<file path="src/rtl/lsu_pkg.sv">
// ---------------------------------------------------------------------------
// lsu_pkg
// Shared definitions for the load/store initiator:
//   - lsu_state_e  : initiator FSM state encoding
//   - F3_*         : RV32I load/store funct3 codes
//   - SIGN_MASK_*  : data_mem sign_mask encodings
//                    bit3 = sign-extend, [2:0] = size (001 byte, 011 half, 111 word)
//   - lsu_size_of  : helper returning the access size class of a funct3
// ---------------------------------------------------------------------------
package lsu_pkg;

  typedef enum logic [1:0] {
    ST_IDLE  = 2'd0,
    ST_ISSUE = 2'd1,
    ST_WAIT  = 2'd2,
    ST_RESP  = 2'd3
  } lsu_state_e;

  // RV32I funct3 codes (loads use all five, stores use B/H/W only)
  localparam logic [2:0] F3_B  = 3'b000;
  localparam logic [2:0] F3_H  = 3'b001;
  localparam logic [2:0] F3_W  = 3'b010;
  localparam logic [2:0] F3_BU = 3'b100;
  localparam logic [2:0] F3_HU = 3'b101;

  // data_mem sign_mask encodings
  localparam logic [3:0] SIGN_MASK_B  = 4'b1001;  // signed byte
  localparam logic [3:0] SIGN_MASK_H  = 4'b1011;  // signed half
  localparam logic [3:0] SIGN_MASK_W  = 4'b0111;  // word
  localparam logic [3:0] SIGN_MASK_BU = 4'b0001;  // unsigned byte / store byte
  localparam logic [3:0] SIGN_MASK_HU = 4'b0011;  // unsigned half / store half

  typedef enum logic [1:0] {
    SZ_BYTE = 2'd0,
    SZ_HALF = 2'd1,
    SZ_WORD = 2'd2,
    SZ_NONE = 2'd3
  } lsu_size_e;

  // funct3[1:0] carries the size for every legal load/store encoding.
  function automatic lsu_size_e lsu_size_of(input logic [2:0] funct3);
    lsu_size_e sz;
    case (funct3[1:0])
      2'b00:   sz = SZ_BYTE;
      2'b01:   sz = SZ_HALF;
      2'b10:   sz = SZ_WORD;
      default: sz = SZ_NONE;
    endcase
    return sz;
  endfunction

endpackage

</file>
<file path="src/rtl/lsu_mem_initiator_if.sv">
// ---------------------------------------------------------------------------
// Interfaces for lsu_mem_initiator.
//   lsu_core_if : pipeline-side request/response channel (valid/ready both ways)
//     master = core pipeline, slave = initiator
//     req_valid/req_we/req_funct3/req_addr/req_wdata/rsp_ready : master -> slave
//     req_ready/rsp_valid/rsp_data/rsp_err                    : slave  -> master
//   lsu_mem_if  : data_mem-side bus
//     master = initiator, slave = data_mem
//     mem_addr/mem_write_data/mem_memwrite/mem_memread/mem_sign_mask : master -> slave
//     mem_read_data/mem_clk_stall                                    : slave  -> master
// ---------------------------------------------------------------------------
interface lsu_core_if;
  logic        req_valid;
  logic        req_ready;
  logic        req_we;
  logic [2:0]  req_funct3;
  logic [31:0] req_addr;
  logic [31:0] req_wdata;
  logic        rsp_valid;
  logic        rsp_ready;
  logic [31:0] rsp_data;
  logic        rsp_err;

  modport master (
    output req_valid, req_we, req_funct3, req_addr, req_wdata, rsp_ready,
    input  req_ready, rsp_valid, rsp_data, rsp_err
  );

  modport slave (
    input  req_valid, req_we, req_funct3, req_addr, req_wdata, rsp_ready,
    output req_ready, rsp_valid, rsp_data, rsp_err
  );
endinterface

interface lsu_mem_if;
  logic [31:0] mem_addr;
  logic [31:0] mem_write_data;
  logic        mem_memwrite;
  logic        mem_memread;
  logic [3:0]  mem_sign_mask;
  logic [31:0] mem_read_data;
  logic        mem_clk_stall;

  modport master (
    output mem_addr, mem_write_data, mem_memwrite, mem_memread, mem_sign_mask,
    input  mem_read_data, mem_clk_stall
  );

  modport slave (
    input  mem_addr, mem_write_data, mem_memwrite, mem_memread, mem_sign_mask,
    output mem_read_data, mem_clk_stall
  );
endinterface

</file>
<file path="src/rtl/lsu_mask_decode.sv">
// ---------------------------------------------------------------------------
// lsu_mask_decode
// Purely combinational translation of an RV32I load/store into data_mem's
// sign_mask encoding, plus legality and natural-alignment flags.
// Ports:
//   i_we          in  1  1 = store, 0 = load
//   i_funct3      in  3  RV32I funct3
//   i_addr_lo     in  2  byte address bits [1:0]
//   o_sign_mask   out 4  data_mem sign_mask (0 when illegal)
//   o_illegal     out 1  funct3 not a legal load/store for i_we
//   o_misaligned  out 1  half with addr[0]!=0 or word with addr[1:0]!=0
// ---------------------------------------------------------------------------
module lsu_mask_decode
  import lsu_pkg::*;
(
  input  logic       i_we,
  input  logic [2:0] i_funct3,
  input  logic [1:0] i_addr_lo,
  output logic [3:0] o_sign_mask,
  output logic       o_illegal,
  output logic       o_misaligned
);

  lsu_size_e w_size;

  assign w_size = lsu_size_of(i_funct3);

  always_comb begin
    o_sign_mask = 4'b0000;
    o_illegal   = 1'b0;
    if (i_we) begin
      // stores never sign-extend, so only the size bits matter
      case (i_funct3)
        F3_B:    o_sign_mask = SIGN_MASK_BU;
        F3_H:    o_sign_mask = SIGN_MASK_HU;
        F3_W:    o_sign_mask = SIGN_MASK_W;
        default: o_illegal   = 1'b1;
      endcase
    end else begin
      case (i_funct3)
        F3_B:    o_sign_mask = SIGN_MASK_B;
        F3_H:    o_sign_mask = SIGN_MASK_H;
        F3_W:    o_sign_mask = SIGN_MASK_W;
        F3_BU:   o_sign_mask = SIGN_MASK_BU;
        F3_HU:   o_sign_mask = SIGN_MASK_HU;
        default: o_illegal   = 1'b1;
      endcase
    end
  end

  always_comb begin
    o_misaligned = 1'b0;
    case (w_size)
      SZ_HALF: o_misaligned = i_addr_lo[0];
      SZ_WORD: o_misaligned = |i_addr_lo;
      default: o_misaligned = 1'b0;
    endcase
  end

endmodule

</file>
<file path="src/rtl/lsu_mem_initiator.sv">
// ---------------------------------------------------------------------------
// lsu_mem_initiator
// Load/store initiator between the core pipeline and data_mem. Accepts one
// request at a time, issues a single-cycle memread/memwrite strobe, waits
// while data_mem holds clk_stall, and returns load data or a store ack.
// FSM: IDLE -> ISSUE -> WAIT -> RESP -> IDLE (illegal requests IDLE -> RESP).
// Parameters:
//   STALL_TIMEOUT  stalled WAIT cycles tolerated before aborting with rsp_err
//   CNT_W          watchdog width, 2**CNT_W must exceed STALL_TIMEOUT
// Ports:
//   clk    in  core clock, all state on the rising edge
//   rst_n  in  asynchronous active-low reset
//   core   lsu_core_if.slave  request/response channel to the pipeline
//   mem    lsu_mem_if.master  bus to data_mem
// Configuration macro:
//   LSU_MISALIGN_CHECK_EN  when defined, misaligned half/word accesses are
//                          rejected in IDLE with rsp_err and no strobe.
// ---------------------------------------------------------------------------
module lsu_mem_initiator
  import lsu_pkg::*;
#(
  parameter int STALL_TIMEOUT = 255,
  parameter int CNT_W         = 8
) (
  input  logic       clk,
  input  logic       rst_n,
  lsu_core_if.slave  core,
  lsu_mem_if.master  mem
);

`ifdef LSU_MISALIGN_CHECK_EN
  localparam bit MISALIGN_CHECK = 1'b1;
`else
  localparam bit MISALIGN_CHECK = 1'b0;
`endif

  localparam logic [CNT_W-1:0] TIMEOUT_VAL = CNT_W'(STALL_TIMEOUT);

  // state
  lsu_state_e       r_state;
  logic [31:0]      r_addr;
  logic [31:0]      r_wdata;
  logic [3:0]       r_mask;
  logic             r_we;
  logic             r_memread;
  logic             r_memwrite;
  logic [31:0]      r_rsp_data;
  logic             r_rsp_err;
  logic [CNT_W-1:0] r_cnt;

  // next-state
  lsu_state_e       w_state_next;
  logic [31:0]      w_addr_next;
  logic [31:0]      w_wdata_next;
  logic [3:0]       w_mask_next;
  logic             w_we_next;
  logic             w_memread_next;
  logic             w_memwrite_next;
  logic [31:0]      w_rsp_data_next;
  logic             w_rsp_err_next;
  logic [CNT_W-1:0] w_cnt_next;

  // decode of the incoming request
  logic [3:0]       w_dec_mask;
  logic             w_dec_illegal;
  logic             w_dec_misaligned;
  logic             w_reject;
  logic [CNT_W-1:0] w_cnt_inc;

  lsu_mask_decode u_mask_decode (
    .i_we         (core.req_we),
    .i_funct3     (core.req_funct3),
    .i_addr_lo    (core.req_addr[1:0]),
    .o_sign_mask  (w_dec_mask),
    .o_illegal    (w_dec_illegal),
    .o_misaligned (w_dec_misaligned)
  );

  assign w_reject  = w_dec_illegal | (MISALIGN_CHECK & w_dec_misaligned);
  assign w_cnt_inc = r_cnt + CNT_W'(1);

  always_ff @(posedge clk or negedge rst_n) begin
    if (!rst_n) begin
      r_state    <= ST_IDLE;
      r_addr     <= 32'd0;
      r_wdata    <= 32'd0;
      r_mask     <= 4'd0;
      r_we       <= 1'b0;
      r_memread  <= 1'b0;
      r_memwrite <= 1'b0;
      r_rsp_data <= 32'd0;
      r_rsp_err  <= 1'b0;
      r_cnt      <= '0;
    end else begin
      r_state    <= w_state_next;
      r_addr     <= w_addr_next;
      r_wdata    <= w_wdata_next;
      r_mask     <= w_mask_next;
      r_we       <= w_we_next;
      r_memread  <= w_memread_next;
      r_memwrite <= w_memwrite_next;
      r_rsp_data <= w_rsp_data_next;
      r_rsp_err  <= w_rsp_err_next;
      r_cnt      <= w_cnt_next;
    end
  end

  always_comb begin
    w_state_next    = r_state;
    w_addr_next     = r_addr;
    w_wdata_next    = r_wdata;
    w_mask_next     = r_mask;
    w_we_next       = r_we;
    // strobes are only ever raised for the single ISSUE cycle
    w_memread_next  = 1'b0;
    w_memwrite_next = 1'b0;
    w_rsp_data_next = r_rsp_data;
    w_rsp_err_next  = r_rsp_err;
    w_cnt_next      = r_cnt;

    case (r_state)
      ST_IDLE: begin
        if (core.req_valid) begin
          w_rsp_data_next = 32'd0;
          if (w_reject) begin
            // rejected requests never touch the memory bus
            w_rsp_err_next = 1'b1;
            w_state_next   = ST_RESP;
          end else begin
            w_addr_next     = core.req_addr;
            w_wdata_next    = core.req_wdata;
            w_mask_next     = w_dec_mask;
            w_we_next       = core.req_we;
            w_memread_next  = ~core.req_we;
            w_memwrite_next = core.req_we;
            w_rsp_err_next  = 1'b0;
            w_state_next    = ST_ISSUE;
          end
        end
      end

      ST_ISSUE: begin
        w_cnt_next   = '0;
        w_state_next = ST_WAIT;
      end

      ST_WAIT: begin
        if (!mem.mem_clk_stall) begin
          w_rsp_data_next = r_we ? 32'd0 : mem.mem_read_data;
          w_rsp_err_next  = 1'b0;
          w_state_next    = ST_RESP;
        end else if (w_cnt_inc == TIMEOUT_VAL) begin
          w_rsp_data_next = 32'd0;
          w_rsp_err_next  = 1'b1;
          w_cnt_next      = w_cnt_inc;
          w_state_next    = ST_RESP;
        end else begin
          w_cnt_next = w_cnt_inc;
        end
      end

      ST_RESP: begin
        if (core.rsp_ready) begin
          w_rsp_data_next = 32'd0;
          w_rsp_err_next  = 1'b0;
          w_state_next    = ST_IDLE;
        end
      end

      default: w_state_next = ST_IDLE;
    endcase
  end

  assign core.req_ready = (r_state == ST_IDLE);
  assign core.rsp_valid = (r_state == ST_RESP);
  assign core.rsp_data  = r_rsp_data;
  assign core.rsp_err   = r_rsp_err;

  assign mem.mem_addr       = r_addr;
  assign mem.mem_write_data = r_wdata;
  assign mem.mem_sign_mask  = r_mask;
  assign mem.mem_memread    = r_memread;
  assign mem.mem_memwrite   = r_memwrite;

endmodule

</file>
<file path="src/flat_wrapper.sv">
// flat-port wrapper written by rule: the top's interface ports become plain ports
module lsu_mem_initiator_flat import lsu_pkg::*;
#(
  parameter int STALL_TIMEOUT = 255,
  parameter int CNT_W         = 8
)
  (clk, rst_n, core_req_valid, core_req_we, core_req_funct3, core_req_addr, core_req_wdata, core_rsp_ready, core_req_ready, core_rsp_valid, core_rsp_data, core_rsp_err, mem_mem_addr, mem_mem_write_data, mem_mem_memwrite, mem_mem_memread, mem_mem_sign_mask, mem_mem_read_data, mem_mem_clk_stall);
  lsu_core_if core_i ();
  lsu_mem_if mem_i ();
  input  logic clk;
  input  logic rst_n;
  input wire logic [$bits(core_i.req_valid)-1:0] core_req_valid;
  input wire logic [$bits(core_i.req_we)-1:0] core_req_we;
  input wire logic [$bits(core_i.req_funct3)-1:0] core_req_funct3;
  input wire logic [$bits(core_i.req_addr)-1:0] core_req_addr;
  input wire logic [$bits(core_i.req_wdata)-1:0] core_req_wdata;
  input wire logic [$bits(core_i.rsp_ready)-1:0] core_rsp_ready;
  output wire logic [$bits(core_i.req_ready)-1:0] core_req_ready;
  output wire logic [$bits(core_i.rsp_valid)-1:0] core_rsp_valid;
  output wire logic [$bits(core_i.rsp_data)-1:0] core_rsp_data;
  output wire logic [$bits(core_i.rsp_err)-1:0] core_rsp_err;
  output wire logic [$bits(mem_i.mem_addr)-1:0] mem_mem_addr;
  output wire logic [$bits(mem_i.mem_write_data)-1:0] mem_mem_write_data;
  output wire logic [$bits(mem_i.mem_memwrite)-1:0] mem_mem_memwrite;
  output wire logic [$bits(mem_i.mem_memread)-1:0] mem_mem_memread;
  output wire logic [$bits(mem_i.mem_sign_mask)-1:0] mem_mem_sign_mask;
  input wire logic [$bits(mem_i.mem_read_data)-1:0] mem_mem_read_data;
  input wire logic [$bits(mem_i.mem_clk_stall)-1:0] mem_mem_clk_stall;
  assign core_i.req_valid = core_req_valid;
  assign core_i.req_we = core_req_we;
  assign core_i.req_funct3 = core_req_funct3;
  assign core_i.req_addr = core_req_addr;
  assign core_i.req_wdata = core_req_wdata;
  assign core_i.rsp_ready = core_rsp_ready;
  assign core_req_ready = core_i.req_ready;
  assign core_rsp_valid = core_i.rsp_valid;
  assign core_rsp_data = core_i.rsp_data;
  assign core_rsp_err = core_i.rsp_err;
  assign mem_mem_addr = mem_i.mem_addr;
  assign mem_mem_write_data = mem_i.mem_write_data;
  assign mem_mem_memwrite = mem_i.mem_memwrite;
  assign mem_mem_memread = mem_i.mem_memread;
  assign mem_mem_sign_mask = mem_i.mem_sign_mask;
  assign mem_i.mem_read_data = mem_mem_read_data;
  assign mem_i.mem_clk_stall = mem_mem_clk_stall;
  lsu_mem_initiator #(.STALL_TIMEOUT(STALL_TIMEOUT), .CNT_W(CNT_W)) u_core (.clk(clk), .rst_n(rst_n), .core(core_i), .mem(mem_i));
endmodule
</file>
<file path="config.mk">
export PLATFORM = sky130hd
export DESIGN_NAME = lsu_mem_initiator_flat
export DESIGN_NICKNAME = d
export VERILOG_FILES = /design/src/rtl/lsu_pkg.sv /design/src/rtl/lsu_mem_initiator_if.sv /design/src/rtl/lsu_mask_decode.sv /design/src/rtl/lsu_mem_initiator.sv /design/src/flat_wrapper.sv
export SDC_FILE = /design/constraint.sdc
export NUM_CORES = 1
export LEC_CHECK = 0
export CORE_MARGIN = 5
export CORE_UTILIZATION = 46
export CTS_CLUSTER_DIAMETER = 80
export CTS_CLUSTER_SIZE = 12
export DETAILED_ROUTE_END_ITERATION = 16
export PLACE_DENSITY_LB_ADDON = 0.25
export SLEW_MARGIN = 20
export SYNTH_ARGS = -nofsm -noshare
export SYNTH_HDL_FRONTEND = slang
export SYNTH_SLANG_ARGS = --single-unit
</file>
<file path="constraint.sdc">
create_clock -name clk -period 4.2 [get_ports clk]
set_clock_uncertainty 0.1 [all_clocks]
set_input_delay 0.42 -clock clk [delete_from_list [all_inputs] [get_ports clk]]
set_output_delay 0.42 -clock clk [all_outputs]
set_load 0.05 [all_outputs]
</file>
==> summary by stage <==
Outcome
The flow ran to the end, and the final reports show no timing, DRC or antenna violations.

Power and ir drop
The total power is 6490 uW. For this design the total switching power over the nets is 3030 uW. Of the total power, the clock network draws 0.193.

The sequential power share is 0.280. Of the total power, the share spent switching nets is 0.467. The largest voltage drop on the vdd net is about 0.52 mV.

Power spread over the standard cell area amounts to 861 nW/um^2. The internal power consumption is ~3500 uW. The proportion of power drawn by combinational gates is 0.527. In this run the static leakage power is 0.00333 uW.

Worst hold path
The tightest min-delay check is of the input port to register type.

GRT
The largest net degree at the start of global routing is 83. The total track usage is 0.227. For met1 alone, demand over resource in global routing was 0.269. The wire length of the first global-routing pass is roughly 23,000 um. The number of antenna violations at the first check in global routing is 0.

The total congestion overflow after global routing is 0. In this run the most used layer during global routing was met2. The number of global-route vias before repair is 4,390. The met2 track demand over resource in global routing is 0.362. The fraction of met3 tracks used by global routing is 0.112.

Clocking
The number of setup buffers added after CTS is 0. In this run the clock root is driven by a sky130_fd_sc_hd__clkbuf_8. The H-tree was split into 4 levels.

The later pin in the worst-skew pair is clocked with a latency of 510 ps. After clock tree synthesis, the clock-pin slew on the worst setup and hold paths is about 50 ps. The number of buffers inserted during clock tree synthesis is 17. The tree built by TritonCTS fans out to between 100 and 150 sinks.

The clock tree from TritonCTS is yes. The clock passes through at most 2 buffers.

STA
The max-slew violation count is 0. The final period demand of the worst path is 2720 ps. The actual transition at the worst max-transition pin is 763 ps.

The hold violation count in the final report is 0. Hold timing on the final database bottoms out at a slack of 340 ps. Setup repair after global routing left no endpoint under its margin. Setup violations remaining at the end of the flow were counted as 0. The worst max-slew margin expressed relative to the limit is 0.487. Of the available clock period, the critical path in the final layout requires 0.648. The setup total negative slack is 0 ps. The peak clock frequency supported by timing is 368 MHz.

Worst setup path
The class of the most critical setup path is register to primary output. The required time at the worst-slack endpoint is 3680 ps. The minimum setup slack among reg-to-reg paths is around 1600 ps.

The worst setup path is captured at a primary output. The depth of the worst register-to-register path is 7. The worst register-to-register path ends at u_core.mem.mem_write_data[27]$_DFFE_PN0P_. Tracing the worst setup path back leads to its startpoint at u_core.r_state[0]$_DFFE_PN0P_. The worst setup path is launched from a register. In this run the critical register-to-register path is launched from u_core.r_state[0]$_DFFE_PN0P_. Along the worst path, the maximum fanout reaches 6. At the worst endpoint, the arrival time is 2200 ps. The end point of the critical path is core_req_ready.

Floorplan
The number of standard-cell rows in the floorplan is 37. The die covers 12,700 um^2. Measured along the x axis, the die boundary spans roughly 110 um.

The effective utilization at floorplan is 0.471. 210 I/O pins were placed. The chip height is 113 um. The core outline area is between 10,000 and 15,000 um^2.

Final layout
The number of nets in the layout is 798. The fill cell total of the finished layout is 735. After routing the design area is 7540 um^2. Of the cells placed in the final design, the portion with a size suffix greater than 1 is 0.0916.

The number of standard cells in the final layout excluding fillers is 835. The repair_antennas step left the layout with diodes totalling 0. The growth of design area from synthesis to finish is 55.9%.

Synthesis
Synthesis instantiated 37 different standard cells from the library. By area the synthesized netlist is led by sky130_fd_sc_hd__dfrtp_1, sky130_fd_sc_hd__nand2_1, sky130_fd_sc_hd__mux2_2. After synthesis, the share of flip-flops with an asynchronous set or reset is 1.00. The cell accounting for the most synthesized area is sky130_fd_sc_hd__dfrtp_1.

The average instance area after synthesis is around 10 um^2. Yosys mapped a number of flops with a built-in enable equal to 0. Summing every instance area after synthesis gives between 4000 and 5000 um^2. The register area share after synthesis is 0.590. The net count of the mapped netlist is 590. The area share of the leading cell type in the synthesized netlist is 0.590.

The count of mapped cells out of synthesis is 479. Among all flip-flop cells after synthesis, the most frequent one is sky130_fd_sc_hd__dfrtp_1. The Yosys step of the flow raised 0 warnings. The flip-flop and latch count after synthesis is ~110.

Route
Using the TritonRoute via totals, the vias-per-cell ratio works out to around 5. In this run the remaining antenna-violating nets after routing total 0. The DRC violation count after routing is 0. The average wire per cell in the routed design is 16.6 um. After the first detailed-routing iteration, the DRC count stood at 278.

Summed over all layers, the routed wires come to 13,900 um. The count of TritonRoute iterations in the first routing pass is 5. Summing over every cut layer, the via total after detailed routing is 4,242.

Placed design
The congestion estimate from routability-driven global placement came to 0.839. The estimated wirelength of the detail-placed design is 10,200 um. Port buffering added around 210 buffers. The instance area after placement is roughly 7000 um^2.

The number of placed instances, taps included is 803.

Job
The number of maximum-capacitance constraint violations is 0.
## logic make-up after synthesis
group / after synthesis / share of synthesized area
fa+ha+maj: 6 / 0.0155
compound gates: 94 / 0.120
simple gates: 203 / 0.176
flops: 114 / 0.590
xor+xnor: 3 / 0.00543
mux: 25 / 0.0580
buf+inv: 34 / 0.0360
## through the flow
| step | util | setup slack, ps |
|---|---|---|
| finish | 0.733 | 1480 |
| global route | 0.733 | 1370 |
| CTS | 0.732 | 1460 |
| detailed placement | 0.682 | 1410 |
| global placement | 0.682 | 1540 |
| floorplan | - | 1770 |
## worst max-delay path, cell delays in order, from the launching register on
cell,delay (ps)
sky130_fd_sc_hd__dfrtp_1,410
sky130_fd_sc_hd__inv_1,120
sky130_fd_sc_hd__ha_1,280
sky130_fd_sc_hd__clkdlybuf4s50_1,880
## power by group through the flow
stage	Combinational, uW	Clock (uW)	Sequential (uW)
after floorplan	768	0	3250
after global placement	3380	0	1810
after detailed placement	3430	0	1820
after CTS	3440	1270	1820
after global routing	3610	1330	1890
final	3420	1250	1820
## repair_timing
action,in CTS,in global routing
setup endpoints to repair,0,0
gates resized for setup,0,0
hold buffers,0,1
hold endpoints to repair,0,81
## cell usage in the layout, fill, tap and decap left out, types with 3 or more instances in the layout
master / count
sky130_fd_sc_hd__o21ai_0: 43
sky130_fd_sc_hd__buf_4: 4
sky130_fd_sc_hd__clkdlybuf4s50_1: 208
sky130_fd_sc_hd__a21oi_1: 6
sky130_fd_sc_hd__nand2_1: 165
sky130_fd_sc_hd__ha_1: 6
sky130_fd_sc_hd__mux2_2: 24
sky130_fd_sc_hd__clkbuf_16: 16
sky130_fd_sc_hd__clkinv_2: 6
sky130_fd_sc_hd__nand3_1: 5
sky130_fd_sc_hd__a22oi_1: 32
sky130_fd_sc_hd__dfrtp_1: 114
sky130_fd_sc_hd__nor2_1: 10
sky130_fd_sc_hd__clkbuf_1: 6
sky130_fd_sc_hd__or3_1: 3
sky130_fd_sc_hd__o21ai_1: 6
sky130_fd_sc_hd__inv_1: 8
## worst min-delay path by stage
stage,startpoint,endpoint,slack [ps],depth (start not counted)
final,core_req_wdata[6],u_core.mem.mem_write_data[6]$_DFFE_PN0P_,340,3
after global routing,core_req_addr[2],u_core.mem.mem_addr[2]$_DFFE_PN0P_,340,3
after CTS,rst_n,u_core.core.rsp_data[1]$_DFFE_PN0P_,20,1
after detailed placement,u_core.mem.mem_addr[2]$_DFFE_PN0P_,u_core.mem.mem_addr[2]$_DFFE_PN0P_,360,2
after global placement,u_core.mem.mem_addr[10]$_DFFE_PN0P_,u_core.mem.mem_addr[10]$_DFFE_PN0P_,350,2
after floorplan,rst_n,u_core.core.rsp_data[0]$_DFFE_PN0P_,20,0
## cell type report
type,instances,area (um^2),area share
clock buffers,24,450,0.0598
repair buffers,215,2150,0.286
multi-input cells,331,1820,0.242
clock inverters,7,60.1,0.00797
well taps,136,170,0.0226
flip-flops and latches,114,2850,0.378
inverters,8,30.0,0.00398
## metal layers
layer / wire [um] / part of all wire
met4: 240 / 0.017
met3: 1450 / 0.10
met2: 6810 / 0.49
met5: 0 / 0
met1: 5390 / 0.39
## synthesized netlist by cell type, types with 2 or more instances
| cell type | instances |
|---|---|
| sky130_fd_sc_hd__ha_1 | 6 |
| sky130_fd_sc_hd__o311a_1 | 2 |
| sky130_fd_sc_hd__o21ai_1 | 6 |
| sky130_fd_sc_hd__nand2_1 | 165 |
| sky130_fd_sc_hd__o21ai_0 | 43 |
| sky130_fd_sc_hd__nor3_1 | 2 |
| sky130_fd_sc_hd__nand3_1 | 5 |
| sky130_fd_sc_hd__nor2_1 | 11 |
| sky130_fd_sc_hd__a22oi_1 | 32 |
| sky130_fd_sc_hd__nand4b_1 | 2 |
| sky130_fd_sc_hd__dfrtp_1 | 114 |
| sky130_fd_sc_hd__and2_1 | 2 |
| sky130_fd_sc_hd__inv_1 | 8 |
| sky130_fd_sc_hd__mux2_2 | 24 |
| sky130_fd_sc_hd__nand2b_1 | 3 |
| sky130_fd_sc_hd__buf_2 | 10 |
| sky130_fd_sc_hd__clkbuf_1 | 13 |
| sky130_fd_sc_hd__nor4_1 | 2 |
| sky130_fd_sc_hd__buf_8 | 3 |
| sky130_fd_sc_hd__or3_1 | 3 |
| sky130_fd_sc_hd__a21oi_1 | 6 |
| sky130_fd_sc_hd__xor2_1 | 2 |
## flip-flops by register name, indices dropped and copies added, names as in the netlist, 2 cells and up
register	count
u_core.r_cnt	8
u_core.mem.mem_addr	32
u_core.core.rsp_data	32
u_core.r_state	2
u_core.mem.mem_write_data	32
u_core.mem.mem_sign_mask	4
No activity file was read; power rests on OpenSTA's default activity.
